File: src/rtl/systolic_feeder.sv
// rtl/systolic_feeder.sv - bit-serial weight / activation feeder for an N-row systolic array
//
// Purpose:
//   Holds an N x K_MAX buffer of {weight, activation} pairs and streams it into
//   a systolic array. For every reduction index k the weight is sent one bit per
//   cycle (LSB first, P bits) while the matching activation is held on the row
//   for those P cycles. Row r lags row 0 by r cycles (diagonal skew).
//
// Ports:
//   clk        in   single clock, rising edge
//   rst        in   asynchronous active-high reset
//   start      in   begin a streaming pass (accepted only when idle)
//   precision  in   weight bits per element, sampled on accepted start
//   k_len      in   reduction length K, sampled on accepted start
//   wr_en      in   buffer write strobe (ignored while busy)
//   wr_row     in   buffer row written
//   wr_idx     in   buffer k index written
//   wr_weight  in   weight word
//   wr_act     in   activation word
//   busy       out  high from accepted start until done
//   weight_out out  one serial weight bit per row
//   act_out    out  activation per row, row r at [r*ACT_WIDTH +: ACT_WIDTH]
//   valid_out  out  per-row beat valid
//   sys_start  out  one-cycle start pulse to the array
//   done       out  one-cycle end-of-pass pulse

module systolic_feeder #(
  parameter int ACT_WIDTH = 16,
  parameter int N         = 2,
  parameter int K_MAX     = 8,
  parameter int W_MAX     = 8,
  localparam int RW       = (N > 1) ? $clog2(N) : 1,
  localparam int KW       = (K_MAX > 1) ? $clog2(K_MAX) : 1
) (
  input  logic                   clk,
  input  logic                   rst,
  input  logic                   start,
  input  logic [3:0]             precision,
  input  logic [3:0]             k_len,
  input  logic                   wr_en,
  input  logic [RW-1:0]          wr_row,
  input  logic [KW-1:0]          wr_idx,
  input  logic [W_MAX-1:0]       wr_weight,
  input  logic [ACT_WIDTH-1:0]   wr_act,
  output logic                   busy,
  output logic [N-1:0]           weight_out,
  output logic [N*ACT_WIDTH-1:0] act_out,
  output logic [N-1:0]           valid_out,
  output logic                   sys_start,
  output logic                   done
);

  localparam int BW = (W_MAX > 1) ? $clog2(W_MAX) : 1;

  typedef enum logic [1:0] {
    S_IDLE   = 2'd0,
    S_STREAM = 2'd1,
    S_DRAIN  = 2'd2
  } state_t;

  state_t r_state;
  logic   r_busy;
  logic   r_sys_start;
  logic   r_done;

  // Pass parameters latched on accepted start.
  logic [3:0] r_p;
  logic [3:0] r_kk;

  // Row-0 beat position (k outer, b inner).
  logic [3:0] r_k_cnt;
  logic [3:0] r_b_cnt;

  // Skew pipeline: stage r holds the beat row r is driving this cycle.
  logic          r_vld [N];
  logic [KW-1:0] r_k   [N];
  logic [BW-1:0] r_b   [N];

  // Operand buffer.
  logic [W_MAX-1:0]     r_wbuf [N][K_MAX];
  logic [ACT_WIDTH-1:0] r_abuf [N][K_MAX];

  logic [3:0] w_p_eff;
  logic [3:0] w_k_eff;
  logic       w_b_wrap;
  logic       w_row0_last;
  logic       w_tail_last;
  logic [3:0] w_nb;
  logic [3:0] w_nk;
  logic       w_wr_ok;

  // Precision 0 is treated as 1 bit; anything above W_MAX saturates.
  assign w_p_eff = (precision == 4'd0) ? 4'd1 :
                   ((32'(precision) > W_MAX) ? 4'(W_MAX) : precision);
  assign w_k_eff = (32'(k_len) > K_MAX) ? 4'(K_MAX) : k_len;

  assign w_b_wrap    = (r_b_cnt == r_p - 4'd1);
  assign w_row0_last = w_b_wrap && (r_k_cnt == r_kk - 4'd1);
  assign w_nb        = w_b_wrap ? 4'd0 : r_b_cnt + 4'd1;
  assign w_nk        = w_b_wrap ? r_k_cnt + 4'd1 : r_k_cnt;

  // The last row is on its final beat; done follows on the next cycle.
  assign w_tail_last = r_vld[N-1] &&
                       (4'(r_k[N-1]) == r_kk - 4'd1) &&
                       (4'(r_b[N-1]) == r_p - 4'd1);

  assign w_wr_ok = (32'(wr_row) < N) && (32'(wr_idx) < K_MAX);

  // Control FSM and skew pipeline.
  always_ff @(posedge clk or posedge rst) begin
    if (rst) begin
      r_state     <= S_IDLE;
      r_busy      <= 1'b0;
      r_sys_start <= 1'b0;
      r_done      <= 1'b0;
      r_p         <= 4'd0;
      r_kk        <= 4'd0;
      r_k_cnt     <= 4'd0;
      r_b_cnt     <= 4'd0;
      for (int r = 0; r < N; r++) begin
        r_vld[r] <= 1'b0;
        r_k[r]   <= '0;
        r_b[r]   <= '0;
      end
    end else begin
      r_sys_start <= 1'b0;
      r_done      <= 1'b0;

      // Each row inherits the beat the row above drove one cycle earlier.
      for (int r = N - 1; r > 0; r--) begin
        r_vld[r] <= r_vld[r-1];
        r_k[r]   <= r_k[r-1];
        r_b[r]   <= r_b[r-1];
      end
      r_vld[0] <= 1'b0;
      r_k[0]   <= '0;
      r_b[0]   <= '0;

      case (r_state)
        S_IDLE: begin
          if (start) begin
            r_p  <= w_p_eff;
            r_kk <= w_k_eff;
            if (w_k_eff == 4'd0) begin
              // Empty pass: no beats, just acknowledge.
              r_done <= 1'b1;
            end else begin
              r_state     <= S_STREAM;
              r_busy      <= 1'b1;
              r_sys_start <= 1'b1;
              r_vld[0]    <= 1'b1;
              r_k_cnt     <= 4'd0;
              r_b_cnt     <= 4'd0;
            end
          end
        end

        S_STREAM: begin
          if (w_row0_last) begin
            if (N == 1) begin
              r_state <= S_IDLE;
              r_busy  <= 1'b0;
              r_done  <= 1'b1;
            end else begin
              r_state <= S_DRAIN;
            end
          end else begin
            r_vld[0] <= 1'b1;
            r_k[0]   <= KW'(w_nk);
            r_b[0]   <= BW'(w_nb);
            r_k_cnt  <= w_nk;
            r_b_cnt  <= w_nb;
          end
        end

        S_DRAIN: begin
          if (w_tail_last) begin
            r_state <= S_IDLE;
            r_busy  <= 1'b0;
            r_done  <= 1'b1;
          end
        end

        default: begin
          r_state <= S_IDLE;
          r_busy  <= 1'b0;
        end
      endcase
    end
  end

  // Operand buffer; frozen while a pass is running so reads stay stable.
  always_ff @(posedge clk or posedge rst) begin
    if (rst) begin
      for (int r = 0; r < N; r++) begin
        for (int k = 0; k < K_MAX; k++) begin
          r_wbuf[r][k] <= '0;
          r_abuf[r][k] <= '0;
        end
      end
    end else if (wr_en && !r_busy && w_wr_ok) begin
      r_wbuf[wr_row][wr_idx] <= wr_weight;
      r_abuf[wr_row][wr_idx] <= wr_act;
    end
  end

  // Row outputs are a pure function of the stage registers and the frozen
  // buffer, so they drop to zero as soon as reset clears the stages.
  always_comb begin
    weight_out = '0;
    act_out    = '0;
    valid_out  = '0;
    for (int r = 0; r < N; r++) begin
      if (r_vld[r]) begin
        valid_out[r]                         = 1'b1;
        weight_out[r]                        = r_wbuf[r][r_k[r]][r_b[r]];
        act_out[r*ACT_WIDTH +: ACT_WIDTH]    = r_abuf[r][r_k[r]];
      end
    end
  end

  assign busy      = r_busy;
  assign sys_start = r_sys_start;
  assign done      = r_done;

endmodule

File: config.mk
export PLATFORM = sky130hd
export DESIGN_NAME = systolic_feeder
export DESIGN_NICKNAME = d
export VERILOG_FILES = /design/src/rtl/systolic_feeder.sv
export SDC_FILE = /design/constraint.sdc
export NUM_CORES = 1
export LEC_CHECK = 0
export CORE_ASPECT_RATIO = 1.2
export CORE_MARGIN = 2
export CORE_UTILIZATION = 53
export CTS_BUF_LIST = sky130_fd_sc_hd__clkbuf_2 sky130_fd_sc_hd__clkbuf_4 sky130_fd_sc_hd__clkbuf_8
export DETAILED_ROUTE_END_ITERATION = 12
export PLACE_DENSITY = 0.82
export SETUP_SLACK_MARGIN = 0.5
export SYNTH_ARGS = -nofsm -noshare
export SYNTH_HDL_FRONTEND = slang
export SYNTH_SLANG_ARGS = --single-unit
File: constraint.sdc
create_clock -name clk -period 26.1 [get_ports clk]
set_input_delay 2.61 -clock clk [delete_from_list [all_inputs] [get_ports clk]]
set_output_delay 2.61 -clock clk [all_outputs]
set_load 0.02 [all_outputs]
==> results.sh <==
export IMPL_outcome="completed"
export IMPL_finalCriticalPeriod_ps=6270
export IMPL_total_power_after_layout_uw=1670
export IMPL_ys_warn_count=0
export IMPL_worst_path_stages=6
export IMPL_synth_top_area_frac=0.544
export IMPL_top_signal_layer_used="met5"
export IMPL_fmaxAchievable_ghz=0.159
export IMPL_synth_top_cells_by_count="dfrtp_1 (419), mux2_2 (389), mux4_2 (92), clkbuf_1 (50), mux2i_1 (46)"
export IMPL_layout_skew_ps=36.6
export IMPL_critPathMaxFanout=50
export IMPL_cts_sinks=419
export IMPL_portBuffers=78
export IMPL_hold_path_cell_count=0
export IMPL_detail_route_iter0_violations=721
export IMPL_clockRootBuffer="clkbuf_8"
export IMPL_synth_fp_nets=1306
export IMPL_setup_violations=0
export IMPL_grt_max_degree=106
export IMPL_seq_area_frac_synth=0.544
export IMPL_timing_worst_slew_pin_value_ps=1140
export IMPL_hold_viol=0
export IMPL_vias=10900
export IMPL_leakage_uw=0.00922
export IMPL_drt_total_wl_microns=40100
export IMPL_postRouteAntennaNets=0
export IMPL_h_tree_depth=3
export IMPL_drc=0
export IMPL_die_h_microns=213
export IMPL_max_cap_viol_count=0
export IMPL_layout_filler_cells=2610
export IMPL_core_rowCount=76
export IMPL_die_area_sq_um=37900
export IMPL_path_buf_inv=2
export IMPL_synthToLayoutAreaGrowth_pct=13.0
export IMPL_number_of_gates_resized_after_cts=0
export IMPL_critPathMaxStageDelay_ps=660
export IMPL_floorplan_initialDensity=0.537
export IMPL_number_of_synthesized_flops_with_an_enable_pin=0
export IMPL_hold_buf_cts=0
export IMPL_drive_gt1_frac=0.459
export IMPL_tritoncts_clock_tree="built"
export IMPL_avgRoutedWirePerCell_microns=21.7
export IMPL_first_pass_grt_wire_length_microns=64300
export IMPL_worstHoldStart="r_b[5]$_DFF_PP0_"
export IMPL_setup_repair_after_global_routing_missed_its_margin="false"
export IMPL_worst_setup_path_end_kind="output port"
export IMPL_detail_route_first_pass_iterations=4
export IMPL_critical_path_class="flip-flop to output port"
export IMPL_worstSetupStartpointType="flip-flop"
export IMPL_viasPerCell=5.88
export IMPL_critPathRequiredTime_ps=23490
export IMPL_timing_hold_worst_class="flip-flop to flip-flop"
export IMPL_hold_end="r_b[2]$_DFF_PP0_"
export IMPL_io_count=79
export IMPL_nets=1374
export IMPL_syn_inst=1262
export IMPL_post_cts_repair_setup_buffers=0
export IMPL_post_synth_main_area_contributors="dfrtp_1 (54%), mux2_2 (23%), mux4_2 (11%)"
export IMPL_asyncSetResetFlopFracSynth=1.00
export IMPL_irDropWorstVdd_mv=0.0348
export IMPL_synth_distinct_cells=56
export IMPL_grt_antenna_before_repair=3
export IMPL_whs_ps=464
export IMPL_syn_cell_area_sq_um=19300
export IMPL_gp_routability_congestion=0.766
export IMPL_synth_seq_cells=419
export IMPL_tritoncts_num_buffers=66
export IMPL_timing_max_transition_violations_final=0
export IMPL_max_transition_margin=0.240
export IMPL_placeableCoreArea_sq_um=35800
export IMPL_die_w_microns=178
export IMPL_largest_buffer_count_on_any_clock_path=3
export IMPL_place_detailed_hpwl_microns=23600
export IMPL_cts_reportedPaths_clkPinSlew_ps=60
export IMPL_grt_overflow=0
export IMPL_timing_rr_start="r_k[0]$_DFF_PP0_"
export IMPL_power_density_nw_per_um2=76.5
export IMPL_met3RoutedLength_microns=2640
export IMPL_timing_setup_tns_ps=0
export IMPL_critical_path_cell_chain="buf_4, mux4_2, or4b_2, nand3b_1, o22ai_1, clkdlybuf4s50_1"
export IMPL_regToRegSetupSlack_ps=23720
export IMPL_min_period_over_period=0.240
export IMPL_critical_path_reg2reg_endpoint="busy$_DFFE_PP0P_"
export IMPL_syn_mean_instance_area_sq_um=15.3
export IMPL_grt_use_total=0.221
export IMPL_route_met2_wl_microns=20500
export IMPL_num_antenna_cells=0
export IMPL_timing_reg2reg_worst_path_depth=5
export IMPL_via_count_of_the_first_global_routing_pass=11900
export IMPL_crit_slowest_cell="buf_4"
export IMPL_clkLatencyLatePin_ps=600
export IMPL_synth_area_leader_cell="dfrtp_1"
export IMPL_critical_path_top_delay_family="buffers and inverters"
export IMPL_yosys_most_used_dff="dfrtp_1"
export IMPL_yosysMostFrequentCell="dfrtp_1"
export IMPL_critical_path_arrival_ps=3660
export IMPL_met1Wirelength_microns=16200
==> how the worst max path moves through the flow <==
stage | startpoint | endpoint | slack, ps
2_1_floorplan | rst | busy$_DFFE_PP0P_ | 11830
3_3_place_gp | rst | r_wbuf[13]$_DFFE_PP0P_ | 19360
3_5_place_dp | rst | r_wbuf[13]$_DFFE_PP0P_ | 19210
4_1_cts | r_k[4]$_DFF_PP0_ | weight_out[0] | 19780
5_1_grt | rst | r_wbuf[35]$_DFFE_PP0P_ | 19350
6_report | r_k[4]$_DFF_PP0_ | weight_out[0] | 19830
==> report_power, final <==
group	leakage, uW	internal, uW	total, uW	switching [uW]
registers	0.00514	788	854	66.1
logic	0.00334	158	239	81.5
clock network	0.000741	327	572	246
total	0.00922	1270	1670	393
==> metrics by stage <==
stage               setup WS, ps   util  instance area [sq um]  instances
finish                     19830  0.607                  21800       1847
floorplan                  11830      -                  19300       1262
detailed placement         19210  0.568                  20400       1730
global placement           19360  0.568                  20400       1730
CTS                        19780  0.607                  21800       1847
global route               19350  0.607                  21800       1847
==> cell type report <==
type / count / area, sq um / share of cell area
Tap cell: 468 / 586 / 0.0269
Timing Repair Buffer: 100 / 946 / 0.0434
Clock inverter: 6 / 47.5 / 0.00218
Multi-Input combinational cell: 728 / 8280 / 0.380
Inverter: 15 / 63.8 / 0.00293
Clock buffer: 111 / 1350 / 0.0621
Sequential cell: 419 / 10500 / 0.482
==> state kept, by name (all words and copies together), names as in the netlist <==
signal / cells
r_abuf: 256
r_k: 6
r_vld: 2
busy: 1
r_p: 4
sys_start: 1
r_state: 2
r_b_cnt: 4
done: 1
r_b: 6
r_wbuf: 128
r_k_cnt: 4
r_kk: 4
==> metal layers <==
metal  vias up  global-route usage
met3        61              0.0481
li1       4796                   -
met5         -                   0
met4         6              0.0724
met1      5744               0.275
met2       255               0.385
==> cell usage in the layout, fill, tap and decap left out, types with 3 or more instances in the layout <==
master             n
dfrtp_1          415
mux2_2           389
mux4_2            92
clkbuf_8          83
clkdlybuf4s50_1   78
mux2i_1           46
nor2b_1           35
clkbuf_4          28
nand2_1           27
buf_4             22
nand3_1           18
nor2_1            17
inv_1             14
o21ai_0           10
nand2b_1           8
xor2_1             7
nand3b_1           6
xnor3_1            5
a21oi_1            4
ha_1               4
nor3_1             3
xnor2_1            3
a21o_1             3
o22ai_1            3
o211ai_1           3
o31ai_1            3
o221ai_1           3
clkinvlp_4         3
dfrtp_2            3
==> logic make-up after synthesis <==
group,after synthesis,share of synthesized area
multiplexers,527,0.359
flip-flops,419,0.544
adder cells (fa/ha/maj),4,0.00260
buffers and inverters,115,0.0260
XOR/XNOR,16,0.0116
AND/OR/NAND/NOR,135,0.0390
AO/OA/AOI/OAI,46,0.0177
Note: power is estimated with default switching activity, not from simulation.
